===== src/rtl/ctrl_pkg.sv =====
// Shared definitions for the multi-cycle RV32I control path: opcode values,
// FSM state encoding, register-file write source encoding and the opcode
// class decoder.
// Build option: CTRL_HALT_EN makes SYSTEM (1110011) a legal opcode that
// parks the controller in HALT. Without it SYSTEM is illegal.
package ctrl_pkg;

  localparam logic [6:0] OP_RTYPE  = 7'b0110011;
  localparam logic [6:0] OP_IALU   = 7'b0010011;
  localparam logic [6:0] OP_LOAD   = 7'b0000011;
  localparam logic [6:0] OP_STORE  = 7'b0100011;
  localparam logic [6:0] OP_BRANCH = 7'b1100011;
  localparam logic [6:0] OP_JAL    = 7'b1101111;
  localparam logic [6:0] OP_JALR   = 7'b1100111;
  localparam logic [6:0] OP_LUI    = 7'b0110111;
  localparam logic [6:0] OP_AUIPC  = 7'b0010111;
  localparam logic [6:0] OP_SYSTEM = 7'b1110011;

`ifdef CTRL_HALT_EN
  localparam bit HALT_EN = 1'b1;
`else
  localparam bit HALT_EN = 1'b0;
`endif

  typedef enum logic [2:0] {
    S_FETCH     = 3'd0,
    S_LOAD_IR   = 3'd1,
    S_DECODE    = 3'd2,
    S_EXECUTE   = 3'd3,
    S_MEM_READ  = 3'd4,
    S_MEM_WRITE = 3'd5,
    S_WRITEBACK = 3'd6,
    S_HALT      = 3'd7
  } state_t;

  typedef enum logic [1:0] {
    RD_ALU = 2'b00,
    RD_MEM = 2'b01,
    RD_PC4 = 2'b10,
    RD_IMM = 2'b11
  } rd_sel_t;

  // Where an instruction goes after EXECUTE.
  typedef enum logic [1:0] {
    K_WB    = 2'd0,
    K_LOAD  = 2'd1,
    K_STORE = 2'd2,
    K_HALT  = 2'd3
  } kind_t;

  typedef struct packed {
    logic    legal;
    kind_t   kind;
    logic    op1_pc;   // 1: ALU op1 is PC
    logic    op2_imm;  // 1: ALU op2 is immediate
    rd_sel_t rd;
    logic    reg_wr;
  } ctrl_t;

  // Opcode class decoder; don't-care selects are driven 0.
  function automatic ctrl_t decode_op(input logic [6:0] op);
    ctrl_t c;
    c = '{legal: 1'b1, kind: K_WB, op1_pc: 1'b0, op2_imm: 1'b0,
          rd: RD_ALU, reg_wr: 1'b0};
    case (op)
      OP_RTYPE:  c.reg_wr = 1'b1;
      OP_IALU:   begin c.op2_imm = 1'b1; c.reg_wr = 1'b1; end
      OP_LOAD:   begin c.kind = K_LOAD; c.op2_imm = 1'b1; c.rd = RD_MEM; c.reg_wr = 1'b1; end
      OP_STORE:  begin c.kind = K_STORE; c.op2_imm = 1'b1; end
      OP_BRANCH: c.reg_wr = 1'b0;
      OP_JAL:    begin c.op1_pc = 1'b1; c.op2_imm = 1'b1; c.rd = RD_PC4; c.reg_wr = 1'b1; end
      OP_JALR:   begin c.op2_imm = 1'b1; c.rd = RD_PC4; c.reg_wr = 1'b1; end
      OP_LUI:    begin c.rd = RD_IMM; c.reg_wr = 1'b1; end
      OP_AUIPC:  begin c.op1_pc = 1'b1; c.op2_imm = 1'b1; c.reg_wr = 1'b1; end
      OP_SYSTEM: begin c.legal = HALT_EN; c.kind = K_HALT; end
      default:   c.legal = 1'b0;
    endcase
    return c;
  endfunction

endpackage


===== src/rtl/mem_wait_timer.sv =====
// Wait timer for states that must last MEM_LATENCY cycles. While en is high
// it counts the cycles of the current stay and pulses done in the last one.
// cnt_q = 0 means "first cycle of a stay"; it is reloaded with MEM_LATENCY-1
// there and counts down, so done fires when it reaches 1 (or immediately for
// a latency of one).
module mem_wait_timer #(
  parameter int MEM_LATENCY = 1
) (
  input  logic clk,
  input  logic rst,
  input  logic en,
  output logic done
);

  localparam int CW = (MEM_LATENCY < 2) ? 1 : $clog2(MEM_LATENCY);
  localparam logic [CW-1:0] LOAD_VAL = CW'(MEM_LATENCY - 1);

  logic [CW-1:0] cnt_q;

  // Last cycle of the current stay.
  always_comb begin
    done = 1'b0;
    if (cnt_q == '0) done = en && (MEM_LATENCY == 1);
    else             done = en && (cnt_q == CW'(1));
  end

  // Down-counter, cleared whenever the waiting state is left.
  always_ff @(posedge clk or posedge rst) begin
    if (rst)                cnt_q <= '0;
    else if (!en)           cnt_q <= '0;
    else if (cnt_q == '0)   cnt_q <= LOAD_VAL;
    else                    cnt_q <= cnt_q - CW'(1);
  end

endmodule


===== src/rtl/multi_cycle_controller.sv =====
// Main control FSM of the multi-cycle RV32I core. Sequences
// FETCH/LOAD_IR/DECODE/EXECUTE/MEM_READ/MEM_WRITE/WRITEBACK per instruction,
// absorbs MEM_LATENCY cycles of memory read latency and counts retired
// instructions.
// Build option: CTRL_HALT_EN (SYSTEM opcode enters a sticky HALT state).
module multi_cycle_controller
  import ctrl_pkg::*;
#(
  parameter int MEM_LATENCY = 1
) (
  input  logic        clk,
  input  logic        rst,
  input  logic [6:0]  opcode,
  output logic        ir_write,
  output logic        pc_write,
  output logic        mem_write,
  output logic        reg_write,
  output logic        mem_addr_sel,
  output logic        alu_op1_sel,
  output logic        alu_op2_sel,
  output logic [1:0]  rd_sel,
  output logic        illegal,
  output logic [2:0]  state,
  output logic [31:0] instret
);

  state_t      state_q, state_d;
  logic [31:0] instret_q;
  ctrl_t       ctrl;
  logic        timer_en, timer_done;

  assign ctrl     = decode_op(opcode);
  assign timer_en = (state_q == S_FETCH) || (state_q == S_MEM_READ);
  assign state    = state_q;
  assign instret  = instret_q;

  mem_wait_timer #(.MEM_LATENCY(MEM_LATENCY)) u_timer (
    .clk  (clk),
    .rst  (rst),
    .en   (timer_en),
    .done (timer_done)
  );

  // State register.
  always_ff @(posedge clk or posedge rst) begin
    if (rst) state_q <= S_FETCH;
    else     state_q <= state_d;
  end

  // Retired-instruction counter: one per WRITEBACK or MEM_WRITE cycle.
  always_ff @(posedge clk or posedge rst) begin
    if (rst) instret_q <= '0;
    else if (state_q == S_WRITEBACK || state_q == S_MEM_WRITE)
      instret_q <= instret_q + 32'd1;
  end

  // Next-state logic.
  always_comb begin
    state_d = state_q;
    case (state_q)
      S_FETCH:     if (timer_done) state_d = S_LOAD_IR;
      S_LOAD_IR:   state_d = S_DECODE;
      S_DECODE:    state_d = S_EXECUTE;
      S_EXECUTE: begin
        if (!ctrl.legal) state_d = S_FETCH;
        else begin
          case (ctrl.kind)
            K_LOAD:  state_d = S_MEM_READ;
            K_STORE: state_d = S_MEM_WRITE;
            K_HALT:  state_d = S_HALT;
            default: state_d = S_WRITEBACK;
          endcase
        end
      end
      S_MEM_READ:  if (timer_done) state_d = S_WRITEBACK;
      S_MEM_WRITE: state_d = S_FETCH;
      S_WRITEBACK: state_d = S_FETCH;
      S_HALT:      state_d = S_HALT;
    endcase
  end

  // Moore outputs; class selects held from EXECUTE to the end of the instruction.
  always_comb begin
    ir_write     = 1'b0;
    pc_write     = 1'b0;
    mem_write    = 1'b0;
    reg_write    = 1'b0;
    mem_addr_sel = 1'b0;
    alu_op1_sel  = 1'b0;
    alu_op2_sel  = 1'b0;
    rd_sel       = RD_ALU;
    illegal      = 1'b0;
    if (ctrl.legal && (state_q == S_EXECUTE || state_q == S_MEM_READ ||
                       state_q == S_MEM_WRITE || state_q == S_WRITEBACK)) begin
      alu_op1_sel = ctrl.op1_pc;
      alu_op2_sel = ctrl.op2_imm;
      rd_sel      = ctrl.rd;
    end
    case (state_q)
      S_LOAD_IR:   ir_write = 1'b1;
      S_EXECUTE:   if (!ctrl.legal) begin illegal = 1'b1; pc_write = 1'b1; end
      S_MEM_READ:  mem_addr_sel = 1'b1;
      S_MEM_WRITE: begin mem_write = 1'b1; pc_write = 1'b1; end
      S_WRITEBACK: begin pc_write = 1'b1; reg_write = ctrl.reg_wr; end
      default:     ;
    endcase
  end

endmodule


===== config.mk =====
export PLATFORM = sky130hd
export DESIGN_NAME = multi_cycle_controller
export DESIGN_NICKNAME = d
export VERILOG_FILES = /design/src/rtl/ctrl_pkg.sv /design/src/rtl/mem_wait_timer.sv /design/src/rtl/multi_cycle_controller.sv
export SDC_FILE = /design/constraint.sdc
export NUM_CORES = 1
export LEC_CHECK = 0
export BUFFER_PORTS_ARGS = -buffer_cell sky130_fd_sc_hd__buf_4
export CORE_UTILIZATION = 33
export CTS_CLUSTER_DIAMETER = 40
export CTS_CLUSTER_SIZE = 24
export DETAILED_ROUTE_END_ITERATION = 12
export PLACE_DENSITY_LB_ADDON = 0.05
export SYNTH_ARGS = -nofsm -noshare
export SYNTH_HDL_FRONTEND = slang
export SYNTH_HIERARCHICAL = 1
export SYNTH_SLANG_ARGS = --single-unit

===== constraint.sdc =====
create_clock -name clk -period 1.8 [get_ports clk]
set_clock_uncertainty 0.15 [all_clocks]
set_input_delay 0.18 -clock clk [delete_from_list [all_inputs] [get_ports clk]]
set_output_delay 0.18 -clock clk [all_outputs]
set_load 0.1 [all_outputs]

==> Word-level counts from Yosys, hierarchy flattened <==
Cells that the tools add are included.
{ "op_classes": {"div_mod_pow": 0, "multipliers": 0, "addsub": 2, "n_shift": 0, "magnitude_cmp": 0, "eq_ne": 22, "muxes": 24, "n_reduce_logical": 15, "bitwise": 0} }
{ "ops": {"columns": ["cell", "count"], "rows": [
  ["$add A32 B1 Y32 const B", 1],
  ["$eq A7 B7 Y1 const B", 4],
  ["$eq A7 B6 Y1 const B", 3],
  ["$pmux W3 S7", 1],
  ["$pmux W2 S3", 3],
  ["$mux W1", 15],
  ["$eq A7 B5 Y1 const B", 2],
  ["$eq A3 B3 Y1 const B", 4],
  ["$mux W3", 3],
  ["$reduce_or A9 Y1", 1],
  ["$eq A7 B2 Y1 const B", 1],
  ["$reduce_or A7 Y1", 1],
  ["$eq A3 B2 Y1 const B", 2],
  ["$reduce_or A2 Y1", 3],
  ["$reduce_or A6 Y1", 1],
  ["$logic_or A1 B1 Y1", 5],
  ["$eq A2 B2 Y1 const B", 2],
  ["$ne A2 B2 Y1 const B", 2],
  ["$eq A3 B1 Y1 const B", 1],
  ["$logic_not A3 Y1", 1],
  ["$eq A2 B1 Y1 const B", 1],
  ["$logic_and A1 B1 Y1", 2],
  ["$mux W2", 1],
  ["$pmux W1 S2", 1],
  ["2 further kinds", 2]
]} }
{ "totals": {"mem_bits_rw": 0, "output_inout_bits": 45, "inputBits": 9, "n_memories": 0, "latchBits": 0, "register_bits": 36, "romBits": 0} }

==> Longest topological paths before layout <==
Gate-level depths: netlist of the first run.
{ "depth": {"word_depth": 6, "ltp_mapped": 6, "mapped_depth_nobuf": 5} }

==> Modules after synthesis <==
Netlist of the first run, hierarchy kept.
{ "by_module_without_submodules": {"columns": ["mod", "cells_each", "area_each_um2", "seq_area_each_um2", "n_inst"], "rows": [
  ["multi_cycle_controller", 181, 1884.3, 875.8, 1],
  ["mem_wait_timer", 1, 7.5, 0.0, 1]
]} }

==> Worst setup path after synthesis of the first run <==
No wires, ideal clock.
{ "synth_timing": {"path_kind": "flip-flop to output port", "from": "reg state_q[2], in the netlist state[2]", "to": "out reg_write", "path_stages_with_launch": 4, "setup_slack_ps": -3082, "path_buffers": 1, "arrival_time_ps": 4552, "t_required_ps": 1470, "path_cell_list": "dfrtp_1 -> clkbuf_1 -> nand2b_1 -> nor4b_1"} }
{ "synth_via": {"elab_chain_cells": 2} }
{ "synth_lines": {"columns": ["item", "line", "source"], "rows": [
  ["start: declaration", "multi_cycle_controller.sv:27", "state_t state_q, state_d;"],
  ["start signal: assignment", "multi_cycle_controller.sv:47", "else state_q <= state_d;"],
  ["$eq A3 B3 Y1", "multi_cycle_controller.sv:99", "case (state_q)"],
  ["$mux W1", "multi_cycle_controller.sv:99", null],
  ["end: declaration", "multi_cycle_controller.sv:17", "output logic reg_write,"]
]} }
Every way passes these cells.

==> Final worst setup path of the first run <==
{ "layout_timing": {"from": "reg state_q[1], in the netlist state[1]", "to": "out rd_sel[1]"} }
{ "layout_via": {"elab_chain_cells": 6, "word_cells_on_any_way": 9} }
{ "layout_lines": {"columns": ["item", "line", "source"], "rows": [
  ["$eq A3 B2 Y1 or $eq A3 B3 Y1 (tied branches)", "multi_cycle_controller.sv:93", "if (ctrl.legal && (state_q == S_EXECUTE || state_q == S_MEM_READ ||"],
  ["$logic_or A1 B1 Y1 (2 in a row)", "multi_cycle_controller.sv:93", null],
  ["$logic_or A1 B1 Y1 (*)", "multi_cycle_controller.sv:94", "state_q == S_MEM_WRITE || state_q == S_WRITEBACK)) begin"],
  ["$logic_and A1 B1 Y1 (*)", "multi_cycle_controller.sv:93", null],
  ["$mux W2 (*)", "multi_cycle_controller.sv:93", null],
  ["end: declaration", "multi_cycle_controller.sv:21", "output logic [1:0] rd_sel,"]
]} }
Mark *: on every way between the ends. The rest lies on a longest branch, timed or not.

==> results of run 1 <==
## final timing paths
kind	startpoint	endpoint	depth (start not counted)
setup reg to reg	state[0]	instret[22]	5
min in group asynchronous	rst	instret[7]	4
hold reg to reg	instret[31]	instret[31]	1
setup / recovery	state[1]	rd_sel[1]	5
hold / removal	opcode[3]	state[1]	4
max in group asynchronous	rst	instret[2]	4
## state kept, by name (all words and copies together) (netlist names)
signal   flops
instret     32
state        3
## area by class of cell
cell class / instances / share of cell area
Timing Repair Buffer: 86 / 0.260
Clock buffer: 7 / 0.0252
Tap cell: 72 / 0.0297
Inverter: 1 / 0.00124
Clock inverter: 1 / 0.00165
Multi-Input combinational cell: 137 / 0.361
Sequential cell: 35 / 0.321
## repair_timing
| item | in CTS | in global routing |
|---|---|---|
| buffers inserted | 5 | 1 |
| resized for setup | 31 | 8 |
| endpoints found under the hold margin | 35 | 0 |
| hold buffers | 1 | 0 |
| pin swaps | 5 | 2 |
| endpoints found under the setup margin | 14 | 29 |
## tightest hold or removal path, delay by kind of cell
kind	cells	cell delay, ns
AO/OA/AOI/OAI	2	0.26
buffers and inverters	2	0.19
## per-layer routing
metal / track usage / up-vias
met1: 0.196 / 803
met3: 0.0365 / 6
li1: - / 809
met4: 0.0755 / 0
met2: 0.286 / 46
met5: 0 / -
## report_power, final
part,switching [mW],internal [mW]
combinational,0.991,0.582
sequential,0.0853,0.868
clock,0.266,0.271
total,1.34,1.72
## Yosys cell counts, types with 4 or more instances
cell / count / area [sq um]
xor2_1: 6 / 52.6
and3_1: 8 / 50.1
nand3_1: 12 / 60.1
and4_1: 4 / 35.0
dfrtp_1: 35 / 876
xnor2_1: 28 / 245
nor2_1: 11 / 41.3
nand4_1: 13 / 81.3
a21oi_1: 5 / 25.0
nand2_1: 16 / 60.1
o21ai_0: 4 / 20.0
## logic make-up (layout without fill, tap and decap cells)
family,Yosys count,count (layout),synth area share
simple gates,82,82,0.263
buf+inv,10,95,0.0317
compound gates,16,16,0.0569
mux,4,4,0.0218
flops,35,35,0.463
xor+xnor,34,34,0.157
fa+ha+maj,1,1,0.00661
==> summary.txt, run 1 <==
Gpl congestion = 0.745
Syn_area_per_cell = 10.4 sq um
Final instance area = 3030 sq um
Most common cell after layout, fill and taps aside = buf_4
Post-route DRC = 0
Vias in the first global route = 1694
Biggest cell delay along the critical path = 0.51 ns
Worst Path Max Fanout = 4
Least-Margin Pin Slew = 0.430 ns
Synthesized cell area = 1890 sq um
Post-synth EDFFs = 0
Top Layer Used = met4
Clk buf depth = 2
Dpl cell area = 2730 sq um
CTS tree = yes
Outcome = finished, violations left
RSZ-0062 raised after global routing = yes
Slew Limit Fails = 0
Initial cell density of the core = 0.344
Layout Nets = 276
CTS Sinks = 35
Row count = 27
Peak Freq = 0.522 GHz
Worst Setup End Kind = output pin
Seq/Total Area, Yosys = 0.463
Pre-antenna DRT Iters = 4
Final period utilization = 1.06
Antenna diodes = 0
Clk slew on worst S/H paths = 0.06 ns
Register area = 973 sq um
Worst slack at placement = -0.162 ns
Kind of critical path = reg -> out
Inst Count DP = 324
Clock insertion delay at the later pin of the skew report = 0.28 ns
Proportion of layout cells with a drive suffix above 1 = 0.551
# IOs = 54
R2R Setup Slk = 0 ns
Antenna violations before repair = 0
Final ANT Viol Nets = 0
Fillers = 504
Die X-Extent = 77.7 um
Final std cells w/o fill = 339
Synth warn = 6
Most frequent cells in the layout = buf_4 (70), xnor2_1 (27), dfrtp_4 (24), nand4_1 (13), nand2_1 (13)
Maximum VDD drop = 0.00109 V
Top FF cell, synth = dfrtp_1
Setup_tns = -0.440 ns
Routed wire per std cell = 13.9 um
Final wirelength = 4720 um
Vias/cell = 4.91
Vias = 1664
Multi-input gate area = 1090 sq um
PnR worst setup slack = -0.116 ns
Die Y = 77.7 um
Grt total ovfl = 0
Crit path max-delay family = flip-flops
WP buf/inv = 1
Startpoint types = flop
Synth cell types = 36
Worst EP arrival = 1.59 ns
MaxCap Viol Count = 0
Power, Total = 3.06 mW
# setup viols final = 7
Lkg Pwr = 1.32 nW
Pin count of the biggest net entering global routing = 36
Initial drt markers = 63
DR WL met2 = 2410 um
Hold Path Class = in -> reg
PwrDens = 1010 nW/um^2
Root buf cell = clkbuf_8
Hold slack = 0.246 ns
Post-DP HPWL = 3340 um
Total core area = 5510 sq um
Relative slew slack = 0.711
Die ar. = 6040 sq um
M1 wire length = 2010 um
Worst-path cell chain = nand2_4 -> xnor2_2 -> nand2_2 -> and4bb_4 -> buf_12
Htree depth = 2
Min Tclk post-route = 1.92 ns
GRT Overall Usage = 0.166
# port buffers = 53
Area added between synthesis and finish = 60.1%
Seq cells post-synth = 35
Post-synthesis net count = 192
Failing checks = setup timing
Slowest cell on crit path = dfrtp_4
Core Util, Final = 0.550
Post-synthesis async set-or-reset flop share = 1.00
Met3 WL = 205 um
WP data required = 1.47 ns
First-pass GRT wire length = 7820 um
TritonCTS Buffers = 5
Final Hold Vio Count = 0
Post-Synthesis Cells = 182
Power figures use the tool's default switching activity.
==> run 2: changes to the inputs <==
--- a/config.mk
+++ b/config.mk
@@ -6,7 +6,7 @@
 export NUM_CORES = 1
 export LEC_CHECK = 0
 export BUFFER_PORTS_ARGS = -buffer_cell sky130_fd_sc_hd__buf_4
-export CORE_UTILIZATION = 33
+export CORE_UTILIZATION = 48
 export CTS_CLUSTER_DIAMETER = 40
 export CTS_CLUSTER_SIZE = 24
 export DETAILED_ROUTE_END_ITERATION = 12
==> run 2 against run 1 <==
  * The run still ends with setup timing left
  * Cell count fell by 6.5%
  * Sequential share of layout area fell by 1.2 points
  * Register-to-register slack got worse by 0.10 ns
  * Combinational power is 4% higher
  * Routed wire length up 8.1%
  * Final area is 4.0% higher
  * Worst setup slack worse by 0.027 ns
  * Die area fell by 31%
  * Global-route usage up 9.3 points
  * Core utilization is 30 points higher
  * Largest cell class unchanged
  * Largest power group unchanged
==> summary.txt, run 2 (synthesis results as in run 1) <==
Pre-antenna DRT Iters = 4 (unchanged)
Grt total ovfl = 0 (unchanged)
Final Hold Vio Count = 0 (unchanged)
Final period utilization = 1.08 (+0.0152)
Gpl congestion = 0.889 (+19%)
Clk buf depth = 2 (unchanged)
Area added between synthesis and finish = 66.5%
Vias = 1728 (+3.8%)
Kind of critical path = reg -> out
Layout Nets = 278 (+0.72%)
Htree depth = 2 (unchanged)
Min Tclk post-route = 1.94 ns (+0.0273 ns)
Worst slack at placement = -0.250 ns (-0.0884 ns)
RSZ-0062 raised after global routing = yes
Routed wire per std cell = 16.1 um (+16%)
Least-Margin Pin Slew = 0.563 ns (+0.133 ns)
Slew Limit Fails = 0 (unchanged)
PwrDens = 1040 nW/um^2 (+2.7%)
First-pass GRT wire length = 8250 um (+5.6%)
Final ANT Viol Nets = 0 (unchanged)
Largest register FFs = 32 (unchanged)
Initial cell density of the core = 0.509 (+0.166)
Root buf cell = clkbuf_8
GRT Overall Usage = 0.259 (+0.0928)
Clk slew on worst S/H paths = 0.06 ns (about the same)
# port buffers = 53 (unchanged)
Failing checks = setup timing
Proportion of layout cells with a drive suffix above 1 = 0.602 (+0.0517)
WP data required = 1.47 ns (about the same)
Pin count of the biggest net entering global routing = 36 (unchanged)
Relative slew slack = 0.622 (-0.0896)
Total core area = 3720 sq um (-33%)
MaxCap Viol Count = 0 (unchanged)
# setup viols final = 18 (+11)
Most common cell after layout, fill and taps aside = buf_4
Initial drt markers = 100 (+59%)
PnR worst setup slack = -0.143 ns (-0.0273 ns)
Hold Path Class = in -> reg
Worst Path Max Fanout = 10 (+6)
CTS tree = yes
Most frequent cells in the layout = buf_4 (73), xnor2_1 (24), dfrtp_4 (24), nand4_1 (13), nand2_1 (13)
Lkg Pwr = 1.38 nW (+3.9%)
Maximum VDD drop = 0.000675 V (-38%)
Vias/cell = 5.45 (+11%)
Peak Freq = 0.515 GHz (-1.4%)
Final wirelength = 5100 um (+8.1%)
Die X-Extent = 64.8 um (-17%)
Post-DP HPWL = 3290 um (-1.5%)
Row count = 22 (-19%)
Worst Setup End Kind = output pin
Die Y = 64.8 um (-17%)
CTS Sinks = 35 (unchanged)
Die ar. = 4200 sq um (-31%)
Antenna diodes = 0 (unchanged)
Outcome = finished, violations left
TritonCTS Buffers = 5 (unchanged)
Core Util, Final = 0.847 (+0.297)
# IOs = 54 (unchanged)
Vias in the first global route = 1748 (+3.2%)
Antenna violations before repair = 0 (unchanged)
Worst EP arrival = 1.61 ns (+0.02 ns)
Post-route DRC = 0 (unchanged)
Startpoint types = flop
Clock insertion delay at the later pin of the skew report = 0.28 ns (about the same)
## run 2: final cells by class
class | count | area [sq um]
Clock buffer | 7 | 76.3
Multi-Input combinational cell | 137 | 1200
Fill cell | 186 | 567
Tap cell | 48 | 60.1
Inverter | 1 | 3.75
Sequential cell | 35 | 973
Clock inverter | 1 | 30.0
Timing Repair Buffer | 88 | 807
## run 2: worst max-delay path: stages (launching register included)
cell	delay, ns
dfrtp_4	0.52
buf_8	0.16
nand2b_4	0.17
nor4b_4	0.23
buf_6	0.26
## run 2: repair_timing
item	4_1_cts	5_1_grt
pin swaps	6	19
endpoints found under the hold margin	35	0
gates resized for setup	35	25
endpoints found under the setup margin	20	34
cloned	1	0
buffers inserted	7	7
hold buffers	1	0
## run 2: per-stage QoR
step | std cells | setup TNS (ns) | hold slack [ns] | instance area (sq um) | power (mW)
after floorplan | 182 | -5.20 | 0.184 | 2110 | 2.01
after global placement | 293 | -0.514 | 0.151 | 2640 | 2.25
after detailed placement | 293 | -1.30 | 0.163 | 2640 | 2.28
after CTS | 310 | -0.587 | 0.245 | 2960 | 3.13
after global routing | 317 | -2.90 | 0.266 | 3150 | 3.38
final | 317 | -1.24 | 0.253 | 3150 | 3.27
## run 2: worst paths after layout
kind,start,to,slack [ns],depth (start not counted)
setup / recovery,state[0],reg_write,-0.14,4
hold / removal,opcode[3],state[1],0.25,4
setup reg to reg,state[0],instret[7],-0.10,5
hold reg to reg,instret[26],instret[26],0.34,1
max in group asynchronous,rst,state[2],0.73,4
min in group asynchronous,rst,instret[30],0.41,4
## run 2: routing by layer
layer	GRT usage	vias to the layer above	wire (um)
met1	0.303	852	2040
li1	-	814	-
met2	0.465	56	2750
met5	0	-	0
met3	0.0458	6	244
met4	0.0972	0	64
## run 2: where the power goes
group | internal [mW] | switching [mW] | leakage (nW)
Combinational | 0.592 | 1.04 | 0.895
Sequential | 0.868 | 0.0848 | 0.428
Clock | 0.414 | 0.273 | 0.0524
==> run 3: changes to the inputs <==
--- a/config.mk
+++ b/config.mk
@@ -6,11 +6,13 @@
 export NUM_CORES = 1
 export LEC_CHECK = 0
 export BUFFER_PORTS_ARGS = -buffer_cell sky130_fd_sc_hd__buf_4
-export CORE_UTILIZATION = 48
+export CORE_UTILIZATION = 51
 export CTS_CLUSTER_DIAMETER = 40
 export CTS_CLUSTER_SIZE = 24
 export DETAILED_ROUTE_END_ITERATION = 12
+export HOLD_SLACK_MARGIN = 0.12
 export PLACE_DENSITY_LB_ADDON = 0.05
+export SKIP_CTS_REPAIR_TIMING = 1
 export SYNTH_ARGS = -nofsm -noshare
 export SYNTH_HDL_FRONTEND = slang
 export SYNTH_HIERARCHICAL = 1
==> run 3 against run 2 <==
  * The run still ends with setup timing left
  * Critical path depth up 1
  * Core utilization up 2.0 points
  * Die area down 5.7%
  * Critical path type unchanged
  * Largest cell class unchanged
  * Largest power group unchanged
  * Highest routed layer unchanged
==> summary.txt, run 3 (synthesis results as in run 1) <==
First-pass GRT wire length = 7330 um (-11%)
Grt total ovfl = 0 (unchanged)
Pre-antenna DRT Iters = 4 (unchanged)
Internal power = 1.82 mW (-3.1%)
Final period utilization = 1.09 (+0.0151)
Worst EP arrival = 1.64 ns (+0.03 ns)
Final ANT Viol Nets = 0 (unchanged)
Area added between synthesis and finish = 57.9%
Post-DP HPWL = 3080 um (-6.5%)
TritonCTS Buffers = 5 (unchanged)
Failing checks = setup timing
Most frequent cells in the layout = buf_4 (63), xnor2_1 (26), dfrtp_4 (24), nand4_1 (13), nand2_1 (13)
Routed wire per std cell = 17.2 um (+7.0%)
Net Sw Power = 1.37 mW (-1.9%)
Min Tclk post-route = 1.97 ns (+0.0273 ns)
Gpl congestion = 0.860 (-3.2%)
Initial cell density of the core = 0.550 (+0.0405)
Clk buf depth = 2 (unchanged)
Antenna violations before repair = 0 (unchanged)
Die Y = 62.9 um (-2.9%)
Vias = 1736 (+0.46%)
Worst-path cell chain = nand2_2 -> xnor2_2 -> nand2_2 -> and4bb_4 -> buf_12
Peak Freq = 0.508 GHz (-1.4%)
# port buffers = 53 (unchanged)
Startpoint types = flop
Final wirelength = 5250 um (+2.9%)
CTS Sinks = 35 (unchanged)
# setup viols final = 13 (-5)
Reg power frac = 0.298 (+0.007)
Hold Path Class = in -> reg
Final instance area = 2990 sq um (-5.2%)
Post-route DRC = 0 (unchanged)
Outcome = finished, violations left
CTS tree = yes
Pin count of the biggest net entering global routing = 36 (unchanged)
Biggest cell delay along the critical path = 0.50 ns (-0.02 ns)
Row count = 21 (-4.5%)
Vias in the first global route = 1537 (-12%)
Die X-Extent = 62.9 um (-2.9%)
Crit path max-delay family = simple AND/OR/NAND/NOR gates
Least-Margin Pin Slew = 0.484 ns (-0.0793 ns)
GRT Overall Usage = 0.238 (-0.0211)
Initial drt markers = 110 (+10%)
Proportion of layout cells with a drive suffix above 1 = 0.548 (-0.0540)
Antenna diodes = 0 (unchanged)
Most common cell after layout, fill and taps aside = buf_4
RSZ-0062 raised after global routing = yes
WP buf/inv = 1 (-1)
# IOs = 54 (unchanged)
Maximum VDD drop = 0.00126 V (+86%)
Top cell by count, worst path = nand2_2
Root buf cell = clkbuf_8
Slowest cell on crit path = dfrtp_4
Clock power frac = 0.211 (about the same)
Largest register FFs = 32 (unchanged)
Final Hold Vio Count = 0 (unchanged)
Lkg Pwr = 1.31 nW (-5.1%)
Die ar. = 3960 sq um (-5.7%)
Clk slew on worst S/H paths = 0.06 ns (about the same)
Vias/cell = 5.69 (+4.4%)
Dpl cell area = 2660 sq um (+0.47%)
Layout Nets = 269 (-3.2%)
Htree depth = 2 (unchanged)
WP data required = 1.47 ns (about the same)
Clock insertion delay at the later pin of the skew report = 0.28 ns (about the same)
Slew Limit Fails = 0 (unchanged)
Setup_tns = -0.845 ns (+0.393 ns)
Switching share of total power = 0.430 (+0.00293)
PnR worst setup slack = -0.170 ns (-0.0273 ns)
Relative slew slack = 0.675 (+0.0532)
Worst Path Max Fanout = 3 (-7)
PwrDens = 1070 nW/um^2 (+2.7%)
Total core area = 3440 sq um (-7.4%)
Kind of critical path = reg -> out
Comb power frac = 0.491 (-0.008)
MaxCap Viol Count = 0 (unchanged)
Worst Setup End Kind = output pin
==> run 3: cell types whose count changed in the layout (fill, tap and decap cells not counted), sizes merged <==
cell | before | now
buf | 87 | 78
clkbuf | 7 | 6
==> run 3: worst register-to-register path, stage by stage (launching register included) <==
cell	delay (ns)
dfrtp_4	0.50
xnor2_1	0.23
nor4_4	0.38
buf_12	0.18
nand4_1	0.13
xnor2_1	0.15
==> run 3: per-layer routing <==
metal | vias to the layer above | GRT usage | wire [um] | share of wire
met3 | 17 | 0.0493 | 296 | 0.056
met2 | 82 | 0.405 | 2700 | 0.52
met4 | 0 | 0.0698 | 143 | 0.027
met5 | - | 0 | 0 | 0
li1 | 796 | - | - | -
met1 | 841 | 0.301 | 2100 | 0.40
==> run 3: worst paths after layout <==
path,start,to,slack (ns),cells past startpoint
max,state[1],rd_sel[1],-0.17,5
min,opcode[3],state[1],0.23,4
max reg2reg,state[0],instret[25],-0.04,5
min reg2reg,instret[31],instret[31],0.33,1
max in group asynchronous,rst,state[0],0.74,4
min in group asynchronous,rst,instret[28],0.39,4
==> run 3: power groups by stage <==
stage | Combinational [mW] | Sequential (mW) | Clock [mW]
floorplan | 0.698 | 1.31 | 0
global placement | 1.30 | 0.946 | 0
detailed placement | 1.32 | 0.954 | 0
CTS | 1.32 | 0.937 | 0.684
global route | 1.63 | 0.956 | 0.715
finish | 1.56 | 0.949 | 0.672
==> run 3: cell type report <==
type / count / area, sq um
Inverter: 1 / 3.75
Clock inverter: 1 / 30.0
Timing Repair Buffer: 79 / 743
Fill cell: 160 / 455
Tap cell: 46 / 57.6
Multi-Input combinational cell: 137 / 1110
Clock buffer: 6 / 72.6
Sequential cell: 35 / 973
==> run 3: per-stage QoR <==
step	std cells	hold WS [ns]	total power, mW	util	setup WS [ns]
after floorplan	182	0.184	2.01	-	-0.529
after global placement	293	0.151	2.25	0.772	-0.0920
after detailed placement	293	0.163	2.27	0.772	-0.176
after CTS	300	-0.147	2.95	0.802	-0.282
after global routing	305	0.239	3.30	0.868	-0.213
final	305	0.234	3.19	0.868	-0.170
